<file path="config.mk">
export PLATFORM = sky130hd
export DESIGN_NAME = input_router_ctrl
export DESIGN_NICKNAME = d
export VERILOG_FILES = /design/src/rtl/input_router_ctrl_pkg.sv /design/src/rtl/input_router_ctrl_sweeper.sv /design/src/rtl/input_router_ctrl.sv
export SDC_FILE = /design/constraint.sdc
export NUM_CORES = 1
export LEC_CHECK = 0
export CORE_ASPECT_RATIO = 1.2
export CORE_MARGIN = 2
export CORE_UTILIZATION = 49
export CTS_BUF_LIST = sky130_fd_sc_hd__clkbuf_4
export CTS_CLUSTER_SIZE = 40
export DETAILED_ROUTE_END_ITERATION = 7
export HOLD_SLACK_MARGIN = 0.12
export PLACE_DENSITY_LB_ADDON = 0.1
export SLEW_MARGIN = 25
export SYNTH_ARGS = -nofsm -noshare
export SYNTH_HDL_FRONTEND = slang
export SYNTH_HIERARCHICAL = 1
export SYNTH_SLANG_ARGS = --single-unit
</file>
<file path="constraint.sdc">
create_clock -name i_clk -period 2.58 [get_ports i_clk]
set_input_delay 0.516 -clock i_clk [delete_from_list [all_inputs] [get_ports i_clk]]
set_output_delay 0.516 -clock i_clk [all_outputs]
set_load 0.01 [all_outputs]
</file>
<file path="src/rtl/input_router_ctrl_pkg.sv">
// Shared types and constants for the input-router stage sequencer.
package input_router_ctrl_pkg;

    // SRAM returns data exactly one cycle after a read is issued.
    localparam int SRAM_LATENCY = 1;

    typedef enum logic [2:0] {
        IDLE  = 3'd0,
        CLEAR = 3'd1,
        LOAD  = 3'd2,
        FETCH = 3'd3,
        DRAIN = 3'd4,
        DONE  = 3'd5
    } state_e;

    // Debug view of the sequencer: FSM state plus sweeper status.
    typedef struct packed {
        state_e state;
        logic   sweep_wrap;
        logic   sweep_limit;
    } dbg_t;

endpackage

</file>
<file path="src/rtl/input_router_ctrl_sweeper.sv">
// SRAM window sweeper: walks start..end inclusive, wraps back to start and
// counts completed sweeps so the controller can give up on a stuck tile.
module sram_addr_sweeper
    import input_router_ctrl_pkg::*;
#(
    parameter int ADDR_WIDTH  = 8,
    parameter int MAX_SWEEPS  = 4,
    parameter int SWEEP_CNT_W = $clog2(MAX_SWEEPS + 1)
) (
    input  logic                  i_clk,
    input  logic                  i_nrst,
    input  logic                  i_load,
    input  logic                  i_step,
    input  logic [ADDR_WIDTH-1:0] i_start,
    input  logic [ADDR_WIDTH-1:0] i_end,
    output logic [ADDR_WIDTH-1:0] o_addr,
    output logic                  o_wrap,
    output logic                  o_limit
);

    logic [ADDR_WIDTH-1:0]  addr_q, addr_d;
    logic [SWEEP_CNT_W-1:0] sweep_q, sweep_d;

    // Wrap is taken on the end address itself, so an end of all-ones never
    // rolls over to zero; it always returns to start.
    assign o_wrap  = (addr_q == i_end);
    assign o_limit = (sweep_q == SWEEP_CNT_W'(MAX_SWEEPS));
    assign o_addr  = addr_q;

    // Next address / sweep count: reload on a new tile, advance per read.
    always_comb begin
        addr_d  = addr_q;
        sweep_d = sweep_q;
        if (i_load) begin
            addr_d  = i_start;
            sweep_d = '0;
        end else if (i_step) begin
            if (o_wrap) begin
                addr_d  = i_start;
                sweep_d = sweep_q + SWEEP_CNT_W'(1);
            end else begin
                addr_d  = addr_q + ADDR_WIDTH'(1);
            end
        end
    end

    // Address and sweep counter registers.
    always_ff @(posedge i_clk or negedge i_nrst) begin
        if (!i_nrst) begin
            addr_q  <= '0;
            sweep_q <= '0;
        end else begin
            addr_q  <= addr_d;
            sweep_q <= sweep_d;
        end
    end

endmodule

</file>
<file path="src/rtl/input_router_ctrl.sv">
// Tile sequencer for the row-router bank: clear, load one address vector per
// row, sweep SRAM reads into the comparators, then pop MISO columns in
// lockstep into the PE array.
//
// Handshakes: a vector transfers on a cycle where o_ag_ready and i_ag_valid
// are both high; a MISO column transfers on a cycle where o_miso_pop_en is
// high, which already requires i_out_ready and every MISO non-empty.
module input_router_ctrl
    import input_router_ctrl_pkg::*;
#(
    parameter int ROW_COUNT   = 8,
    parameter int ADDR_WIDTH  = 8,
    parameter int MAX_SWEEPS  = 4,
    parameter int SWEEP_CNT_W = $clog2(MAX_SWEEPS + 1)
) (
    input  logic                  i_clk,
    input  logic                  i_nrst,
    input  logic                  i_start,
    input  logic                  i_abort,
    input  logic [ADDR_WIDTH-1:0] i_addr_start,
    input  logic [ADDR_WIDTH-1:0] i_addr_end,
    input  logic [1:0]            i_p_mode,
    input  logic                  i_ag_valid,
    output logic                  o_ag_ready,
    output logic [ROW_COUNT-1:0]  o_mpp_write_en,
    output logic                  o_reg_clear,
    output logic                  o_sram_re,
    output logic [ADDR_WIDTH-1:0] o_sram_addr,
    output logic                  o_data_valid,
    output logic [ADDR_WIDTH-1:0] o_data_addr,
    output logic                  o_ac_en,
    input  logic [ROW_COUNT-1:0]  i_mpp_empty,
    input  logic [ROW_COUNT-1:0]  i_miso_empty,
    input  logic                  i_out_ready,
    output logic                  o_miso_pop_en,
    output logic [1:0]            o_p_mode,
    output logic                  o_busy,
    output logic                  o_done,
    output logic                  o_timeout,
    output logic                  o_cfg_err,
    output dbg_t                  o_dbg
);

    localparam int ROW_W = (ROW_COUNT > 1) ? $clog2(ROW_COUNT) : 1;

    state_e                state_q, state_d;
    logic [ROW_W-1:0]      row_cnt_q, row_cnt_d;
    logic [ADDR_WIDTH-1:0] start_q, end_q;
    logic [1:0]            p_mode_q;
    logic                  cfg_err_q;
    logic                  timed_out_q;
    logic                  data_valid_q;
    logic [ADDR_WIDTH-1:0] data_addr_q;

    logic                  abort_act;
    logic                  start_ok;
    logic                  start_bad;
    logic                  last_row;
    logic                  sweep_load;
    logic [ADDR_WIDTH-1:0] sweep_addr;
    logic                  sweep_wrap;
    logic                  sweep_limit;

    logic                  reg_clear;
    logic                  ag_ready;
    logic [ROW_COUNT-1:0]  mpp_we;
    logic                  sram_re;
    logic                  ac_en;
    logic                  pop_en;
    logic                  timeout;
    logic                  done;

    assign abort_act  = i_abort && (state_q != IDLE);
    assign start_bad  = (state_q == IDLE) && i_start && (i_addr_start > i_addr_end);
    assign start_ok   = (state_q == IDLE) && i_start && !(i_addr_start > i_addr_end);
    assign last_row   = (row_cnt_q == ROW_W'(ROW_COUNT - 1));
    // The window registers are stable during CLEAR, so the sweeper loads then.
    assign sweep_load = (state_q == CLEAR);

    sram_addr_sweeper #(
        .ADDR_WIDTH  (ADDR_WIDTH),
        .MAX_SWEEPS  (MAX_SWEEPS),
        .SWEEP_CNT_W (SWEEP_CNT_W)
    ) u_sweeper (
        .i_clk   (i_clk),
        .i_nrst  (i_nrst),
        .i_load  (sweep_load),
        .i_step  (sram_re),
        .i_start (start_q),
        .i_end   (end_q),
        .o_addr  (sweep_addr),
        .o_wrap  (sweep_wrap),
        .o_limit (sweep_limit)
    );

    // Next-state and per-state outputs; abort overrides everything last.
    always_comb begin
        state_d   = state_q;
        reg_clear = 1'b0;
        ag_ready  = 1'b0;
        mpp_we    = '0;
        sram_re   = 1'b0;
        ac_en     = 1'b0;
        pop_en    = 1'b0;
        timeout   = 1'b0;
        done      = 1'b0;
        case (state_q)
            IDLE: begin
                if (start_ok) state_d = CLEAR;
            end
            CLEAR: begin
                reg_clear = 1'b1;
                state_d   = LOAD;
            end
            LOAD: begin
                ag_ready = 1'b1;
                if (i_ag_valid) begin
                    mpp_we = ROW_COUNT'(1) << row_cnt_q;
                    if (last_row) state_d = FETCH;
                end
            end
            FETCH: begin
                ac_en = 1'b1;
                if (&i_mpp_empty) begin
                    state_d = DRAIN;
                end else if (sweep_limit) begin
                    timeout = 1'b1;
                    state_d = DONE;
                end else begin
                    sram_re = 1'b1;
                end
            end
            DRAIN: begin
                // Comparators stay enabled so the last in-flight read lands.
                ac_en = 1'b1;
                if (&i_miso_empty) state_d = DONE;
            end
            DONE: begin
                // A timed-out tile still passes through DONE but is not "done".
                done    = !timed_out_q;
                state_d = IDLE;
            end
            default: state_d = IDLE;
        endcase
        // Columns only leave when every row has one, keeping them aligned.
        if ((state_q == FETCH || state_q == DRAIN) && !(|i_miso_empty) && i_out_ready)
            pop_en = 1'b1;
        if (abort_act) begin
            state_d   = IDLE;
            reg_clear = 1'b1;
            mpp_we    = '0;
            sram_re   = 1'b0;
            pop_en    = 1'b0;
            timeout   = 1'b0;
            done      = 1'b0;
        end
    end

    // Row counter: advances per accepted vector, restarts for every tile.
    always_comb begin
        row_cnt_d = row_cnt_q;
        if (abort_act || state_q == CLEAR) begin
            row_cnt_d = '0;
        end else if (state_q == LOAD && i_ag_valid) begin
            row_cnt_d = last_row ? '0 : row_cnt_q + ROW_W'(1);
        end
    end

    // FSM state and row counter registers.
    always_ff @(posedge i_clk or negedge i_nrst) begin
        if (!i_nrst) begin
            state_q   <= IDLE;
            row_cnt_q <= '0;
        end else begin
            state_q   <= state_d;
            row_cnt_q <= row_cnt_d;
        end
    end

    // Tile configuration, latched when a well-formed start is accepted.
    always_ff @(posedge i_clk or negedge i_nrst) begin
        if (!i_nrst) begin
            start_q  <= '0;
            end_q    <= '0;
            p_mode_q <= '0;
        end else if (start_ok) begin
            start_q  <= i_addr_start;
            end_q    <= i_addr_end;
            p_mode_q <= i_p_mode;
        end
    end

    // Status flags: config-error pulse and timed-out marker for DONE.
    always_ff @(posedge i_clk or negedge i_nrst) begin
        if (!i_nrst) begin
            cfg_err_q   <= 1'b0;
            timed_out_q <= 1'b0;
        end else begin
            cfg_err_q <= start_bad;
            if (start_ok)     timed_out_q <= 1'b0;
            else if (timeout) timed_out_q <= 1'b1;
        end
    end

    // Read-return pipeline matching the one-cycle SRAM latency.
    always_ff @(posedge i_clk or negedge i_nrst) begin
        if (!i_nrst) begin
            data_valid_q <= 1'b0;
            data_addr_q  <= '0;
        end else if (abort_act) begin
            data_valid_q <= 1'b0;
            data_addr_q  <= '0;
        end else begin
            data_valid_q <= sram_re;
            data_addr_q  <= o_sram_addr;
        end
    end

    assign o_ag_ready     = ag_ready && !abort_act;
    assign o_mpp_write_en = mpp_we;
    assign o_reg_clear    = reg_clear;
    assign o_sram_re      = sram_re;
    assign o_sram_addr    = (state_q == FETCH) ? sweep_addr : '0;
    assign o_data_valid   = data_valid_q;
    assign o_data_addr    = data_addr_q;
    assign o_ac_en        = ac_en;
    assign o_miso_pop_en  = pop_en;
    assign o_p_mode       = p_mode_q;
    assign o_busy         = (state_q != IDLE);
    assign o_done         = done;
    assign o_timeout      = timeout;
    assign o_cfg_err      = cfg_err_q;
    assign o_dbg          = '{state: state_q, sweep_wrap: sweep_wrap, sweep_limit: sweep_limit};

endmodule

</file>
==> impl_results.md, run 1 <==
* Status: finished, final reports clean
* Nets at 458
* RD Place Congestion at 0.859
* Max Clk Rate at 402 MHz
* Final Hold Fails at 0
* Max Cap Violations at 0
* WP data arrival at 1970 ps
* Top delay family on crit path: buffers and inverters
* Remaining Overflow, GRT at 0
* Pin count of the biggest net entering global routing at 42
* Placeable Area at 5590 um^2
* Area Growth Syn to Fin at 45.3%
* VDD IR max at 0.476 mV
* Synth top area share at 40.8%
* First-pass GRT wire length at 11.0 mm
* Clk sink count at 46
* Number of setup violations in the final report at 0
* Worst skew pair latency at 360 ps
* Die Area at 6380 um^2
* Yosys cell types at 51
* Setup Skew at 13.9 ps
* Worst Path Required at 2060 ps
* Htree depth at 2
* Detailed Place HPWL at 5.11 mm
* Synthesized area per cell at 10.1 um^2
* Site Rows at 30
* Post-Synthesis Cells at 278
* All-Layer GR Usage at 22.0%
* Worst Path Buf+Inv at 3
* CTS tree: done
* Kind of critical path: reg -> out
* Pwr Total at 3.49 mW
* Cell repeated most along the worst path: buf_4
* Synth top cells by count: dfrtp_1 (46), inv_1 (23), nor2_1 (20)
* Initial antenna violation count at 0
* Inserted Clock Buffers at 5
* Delay of the slowest critical-path stage at 540 ps
* Final design utilization at 73.3%
* Routed Antenna Nets at 0
* FFs w/ async S/R, synth at 100%
* Cell Chain, Critical Path: buf_4, nand2_1, nor2_4, buf_4, and2_1, clkdlybuf4s50_1
* Final min period at 2490 ps
* Die W at 73.3 um
* First drt pass iteration count at 4
* Crit-path max FO at 12
* Worst-margin pin slew at 883 ps
* Initial core utilization at 50.4%
* Port Buf Inserts at 80
* Post-Syn Nets at 335
* Syn Std Cell Area at 2820 um^2
* Warnings, synthesis at 6
* DRT iter0 DRCs at 73
* Slowest cell on the critical path: clkdlybuf4s50_1
* Number of remaining DRC errors at 0
* PwrDens at 852 nW/um^2
* DR vias at 2525
* P_leak at 2.11 nW
* Die height at 87.1 um
* N_diodes at 0
* CTS root buf: clkbuf_4
* Startpoint types: flop
* Worst hold path class: in -> async
* Ranking of synthesized cells by area: dfrtp_1 (41%), ha_1 (7.5%), mux2_4 (5.3%), and3_1 (4.0%), mux2_2 (3.2%)
* Ratio of cells with drive above 1 in the final layout at 25.1%
* Vias in the first global route at 2442
* Sequential element share of the synthesized area at 40.8%
* Slew headroom at 41.2%
* WL/cell at 14.5 um
* I/O pins at 81
* Slew Limit Fails at 0
* Most common flop cell mapped by yosys: dfrtp_1
* Routed vias/inst at 5.42
* Cts hold-fix bufs at 0
* Worst setup EP type: primary output
* Most numerous cell in the Yosys netlist: dfrtp_1
* FF+latch count, synth at 46
* Fin crit share at 96.3%
* Leading area contributor after synthesis: dfrtp_1
* CTS clock-pin slew for the worst setup and hold paths at 130 ps
* Post-synth EDFFs at 0
* Clk buf depth at 2
* Final WL at 6.75 mm
## power breakdown
| group | switching, mW | internal, mW | total [mW] | leakage (nW) |
|---|---|---|---|---|
| clock network | 0.223 | 0.113 | 0.336 | 0.0331 |
| registers | 0.225 | 0.981 | 1.21 | 0.565 |
| logic | 0.850 | 1.10 | 1.95 | 1.51 |
## layer usage
| metal | wire length, um | GRT usage (%) | share of wire, % | vias to the layer above |
|---|---|---|---|---|
| li1 | - | - | - | 1240 |
| met1 | 2710 | 24.8 | 40 | 1190 |
| met2 | 3550 | 41.2 | 53 | 90 |
| met3 | 416 | 4.40 | 6.2 | 5 |
| met4 | 72 | 6.40 | 1.1 | 0 |
| met5 | 0 | 0 | 0 | - |
## sequential cells by signal (all words and copies together) (netlist names)
register and cells:
o_data_valid 1, o_p_mode 2, start_q 8, state_q 3, u_sweeper/o_addr 8, u_sweeper/sweep_q 3
o_cfg_err 1, row_cnt_q 3, o_data_addr 8, end_q 8, timed_out_q 1
## stage by stage
stage / cells / TNS, ps / setup slack (ps) / cell area [um^2] / hold WS, ps
detailed placement: 441 / -4610 / -263 / 3850 / 494
CTS: 464 / 0 / 0.716 / 4030 / 287
global route: 466 / -5.50 / -4.21 / 4100 / 297
global placement: 441 / -2570 / -153 / 3850 / 489
finish: 466 / 0 / 94.6 / 4100 / 253
floorplan: 278 / 0 / 29.1 / 2820 / 220
## timing repair
action,in CTS,in global routing
resized for setup,13,22
buffers inserted,15,2
endpoints found under the hold margin,0,0
pin swaps,5,4
setup endpoints to repair,20,20
## final timing paths
| path | start | endpoint | slack [ps] | cells past startpoint |
|---|---|---|---|---|
| setup / recovery | state_q[0] | o_sram_addr[4] | 90 | 6 |
| hold / removal | i_nrst | o_data_addr[5] | 250 | 1 |
| setup reg to reg | state_q[2] | u_sweeper/o_addr[6] | 190 | 11 |
| hold reg to reg | timed_out_q | timed_out_q | 530 | 1 |
| max in group asynchronous | i_nrst | u_sweeper/o_addr[2] | 1710 | 2 |
| min in group i_clk | timed_out_q | timed_out_q | 530 | 1 |
## cell type report
type                    instances  area (um^2)
multi-input cells             195         1520
fillers                       430         1500
repair buffers                130         1200
flip-flops and latches         46         1160
inverters                      23         86.3
well taps                      64         80.1
clock buffers                   6         45.0
clock inverters                 2         8.76
## cells by family after synthesis
group	synth area share, %
and+or+nand+nor	21.8
adders and majority gates	7.54
muxes	9.23
DFF	40.8
buffers and inverters	6.52
xor gates and xnor gates	2.48
AOI/OAI and AO/OA	11.6
## cell usage in the layout (no fill, tap or decap), types with 11 or more instances in the layout
cell             instances
clkdlybuf4s50_1         63
buf_4                   50
dfrtp_1                 39
inv_1                   23
and3_1                  17
ha_1                    17
nor2_1                  16
nand2_1                 13
dlymetal6s2s_1          13
a21oi_1                 11
No activity file was read; power rests on OpenSTA's default activity.
==> inputs of run 2 (changes only) <==
--- a/config.mk
+++ b/config.mk
@@ -13,6 +13,7 @@
 export DETAILED_ROUTE_END_ITERATION = 7
 export HOLD_SLACK_MARGIN = 0.12
 export PLACE_DENSITY_LB_ADDON = 0.1
+export SKIP_LAST_GASP = 1
 export SLEW_MARGIN = 25
 export SYNTH_ARGS = -nofsm -noshare
 export SYNTH_HDL_FRONTEND = slang
==> impl_results.md, run 2 (synthesis results as in run 1) <==
* Worst skew pair latency at 360 ps (about the same)
* CTS clock-pin slew for the worst setup and hold paths at 130 ps (about the same)
* Site Rows at 30 (unchanged)
* DR vias at 2507 (was 2525)
* Die W at 73.3 um (unchanged)
* Worst setup EP type: primary output (unchanged)
* Clk sink count at 46 (unchanged)
* Number of remaining DRC errors at 0 (unchanged)
* P_leak at 2.10 nW (was 2.11 nW)
* CTS root buf: clkbuf_4 (unchanged)
* Initial antenna violation count at 0 (unchanged)
* Initial core utilization at 50.4% (unchanged)
* Routed vias/inst at 5.38 (was 5.42)
* Ratio of cells with drive above 1 in the final layout at 24.9% (was 25.1%)
* Worst hold path class: in -> async (unchanged)
* Slew headroom at 41.2% (about the same)
* Final cell count without fillers at 466 (unchanged)
* Reg-to-Reg Start: state_q[2] (unchanged)
* All-Layer GR Usage at 22.0% (unchanged)
* Worst R2R Path Depth at 11 (unchanged)
* First-pass GRT wire length at 11.0 mm (unchanged)
* Routed Antenna Nets at 0 (unchanged)
* WL/cell at 14.4 um (was 14.5 um)
* WP data arrival at 2010 ps (was 1970 ps)
* Most frequent cells in the layout: clkdlybuf4s50_1 (63), buf_4 (50), dfrtp_1 (39) (unchanged)
* Worst R2R End: u_sweeper/o_addr[6] (unchanged)
* Port Buf Inserts at 80 (unchanged)
* Startpoint types: flop (unchanged)
* RSZ-0062 raised after global routing: yes
* Area Growth Syn to Fin at 45.2% (was 45.3%)
* Final Hold Fails at 0 (unchanged)
* Pin count of the biggest net entering global routing at 42 (unchanged)
* CTS tree: done (unchanged)
* Final TNS setup at 0 ps (unchanged)
* Cts hold-fix bufs at 0 (unchanged)
* Slew Limit Fails at 0 (unchanged)
* Cell count after placement at 441 (unchanged)
* Vias in the first global route at 2442 (unchanged)
* Max Clk Rate at 396 MHz (was 402 MHz)
* Htree depth at 2 (unchanged)
* Detailed Place HPWL at 5.11 mm (unchanged)
* VDD IR max at 0.476 mV (about the same)
* Nets at 458 (unchanged)
* Crit-path max FO at 5 (was 12)
* Max Cap Violations at 0 (unchanged)
* DRT iter0 DRCs at 81 (was 73)
* Final min period at 2520 ps (was 2490 ps)
* Die Area at 6380 um^2 (unchanged)
* FF-to-FF setup slack at 180 ps (was 190 ps)
* RD Place Congestion at 0.859 (unchanged)
* Clk buf depth at 2 (unchanged)
* Number of setup violations in the final report at 0 (unchanged)
* Placeable Area at 5590 um^2 (unchanged)
* Most common cell after layout, fill and taps aside: clkdlybuf4s50_1 (unchanged)
* N_diodes at 0 (unchanged)
* I/O pins at 81 (unchanged)
* Status: finished, final reports clean (unchanged)
* Worst-margin pin slew at 882 ps (was 883 ps)
* PwrDens at 850 nW/um^2 (was 852 nW/um^2)
* Worst Path Required at 2060 ps (about the same)
* Setup Skew at 9.92 ps (was 13.9 ps)
* Remaining Overflow, GRT at 0 (unchanged)
* Kind of critical path: reg -> out (unchanged)
* Fin crit share at 97.8% (was 96.3%)
* Inserted Clock Buffers at 5 (unchanged)
* Final WL at 6.73 mm (was 6.75 mm)
* First drt pass iteration count at 4 (unchanged)
* Die height at 87.1 um (unchanged)
## run 2: layer usage
layer,wire length [um],track usage (%)
met4,72,6.40
met3,430,4.40
met1,2650,24.8
met5,0,0
met2,3580,41.2
## run 2: through the flow
step	utilization [%]	power [mW]	setup WS [ps]	area [um^2]	hold WS (ps)
5_1_grt	73.2	3.75	-78.0	4090	297
4_1_cts	72.1	3.45	0.716	4030	287
6_report	73.2	3.48	56.9	4090	260
3_5_place_dp	68.8	2.98	-263	3850	494
2_1_floorplan	-	2.25	29.1	2820	220
3_3_place_gp	68.8	2.93	-153	3850	489
## run 2: cell type report
| type | instances | area [um^2] |
|---|---|---|
| clock buffer | 6 | 45.0 |
| clock inverter | 2 | 8.76 |
| fill | 430 | 1500 |
| inverter | 23 | 86.3 |
| multi-input combinational | 195 | 1520 |
| sequential | 46 | 1160 |
| tap | 64 | 80.1 |
| timing repair buffer | 130 | 1200 |
## run 2: what timing repair did
| item | in CTS | in global routing |
|---|---|---|
| hold endpoints to repair | 0 | 0 |
| endpoints found under the setup margin | 20 | 20 |
| gates resized for setup | 13 | 21 |
| pin swaps | 5 | 4 |
| buffers inserted | 15 | 2 |
## run 2: power by group
| part | switching (mW) | total, mW | internal (mW) | leakage, nW |
|---|---|---|---|---|
| registers | 0.223 | 1.20 | 0.981 | 0.565 |
| logic | 0.845 | 1.94 | 1.10 | 1.51 |
| clock network | 0.219 | 0.333 | 0.113 | 0.0331 |
## run 2: worst max path at each step
stage / from / endpoint / slack [ps] / cells after the start
after floorplan: state_q[1] / u_sweeper/o_addr[2] / 30 / 10
after global placement: i_addr_end[3] / start_q[3] / -150 / 8
after detailed placement: i_addr_end[3] / end_q[5] / -260 / 8
after CTS: u_sweeper/o_addr[0] / o_dbg[1] / 0.7 / 4
after global routing: state_q[0] / o_ac_en / -80 / 7
final: state_q[0] / o_ac_en / 60 / 7
## run 2: critical path: stages (launching register included)
cell	delay, ps
dfrtp_2	470
buf_4	150
nand2_1	90
nor2_4	50
buf_4	140
a21oi_1	200
inv_1	60
clkdlybuf4s50_1	480
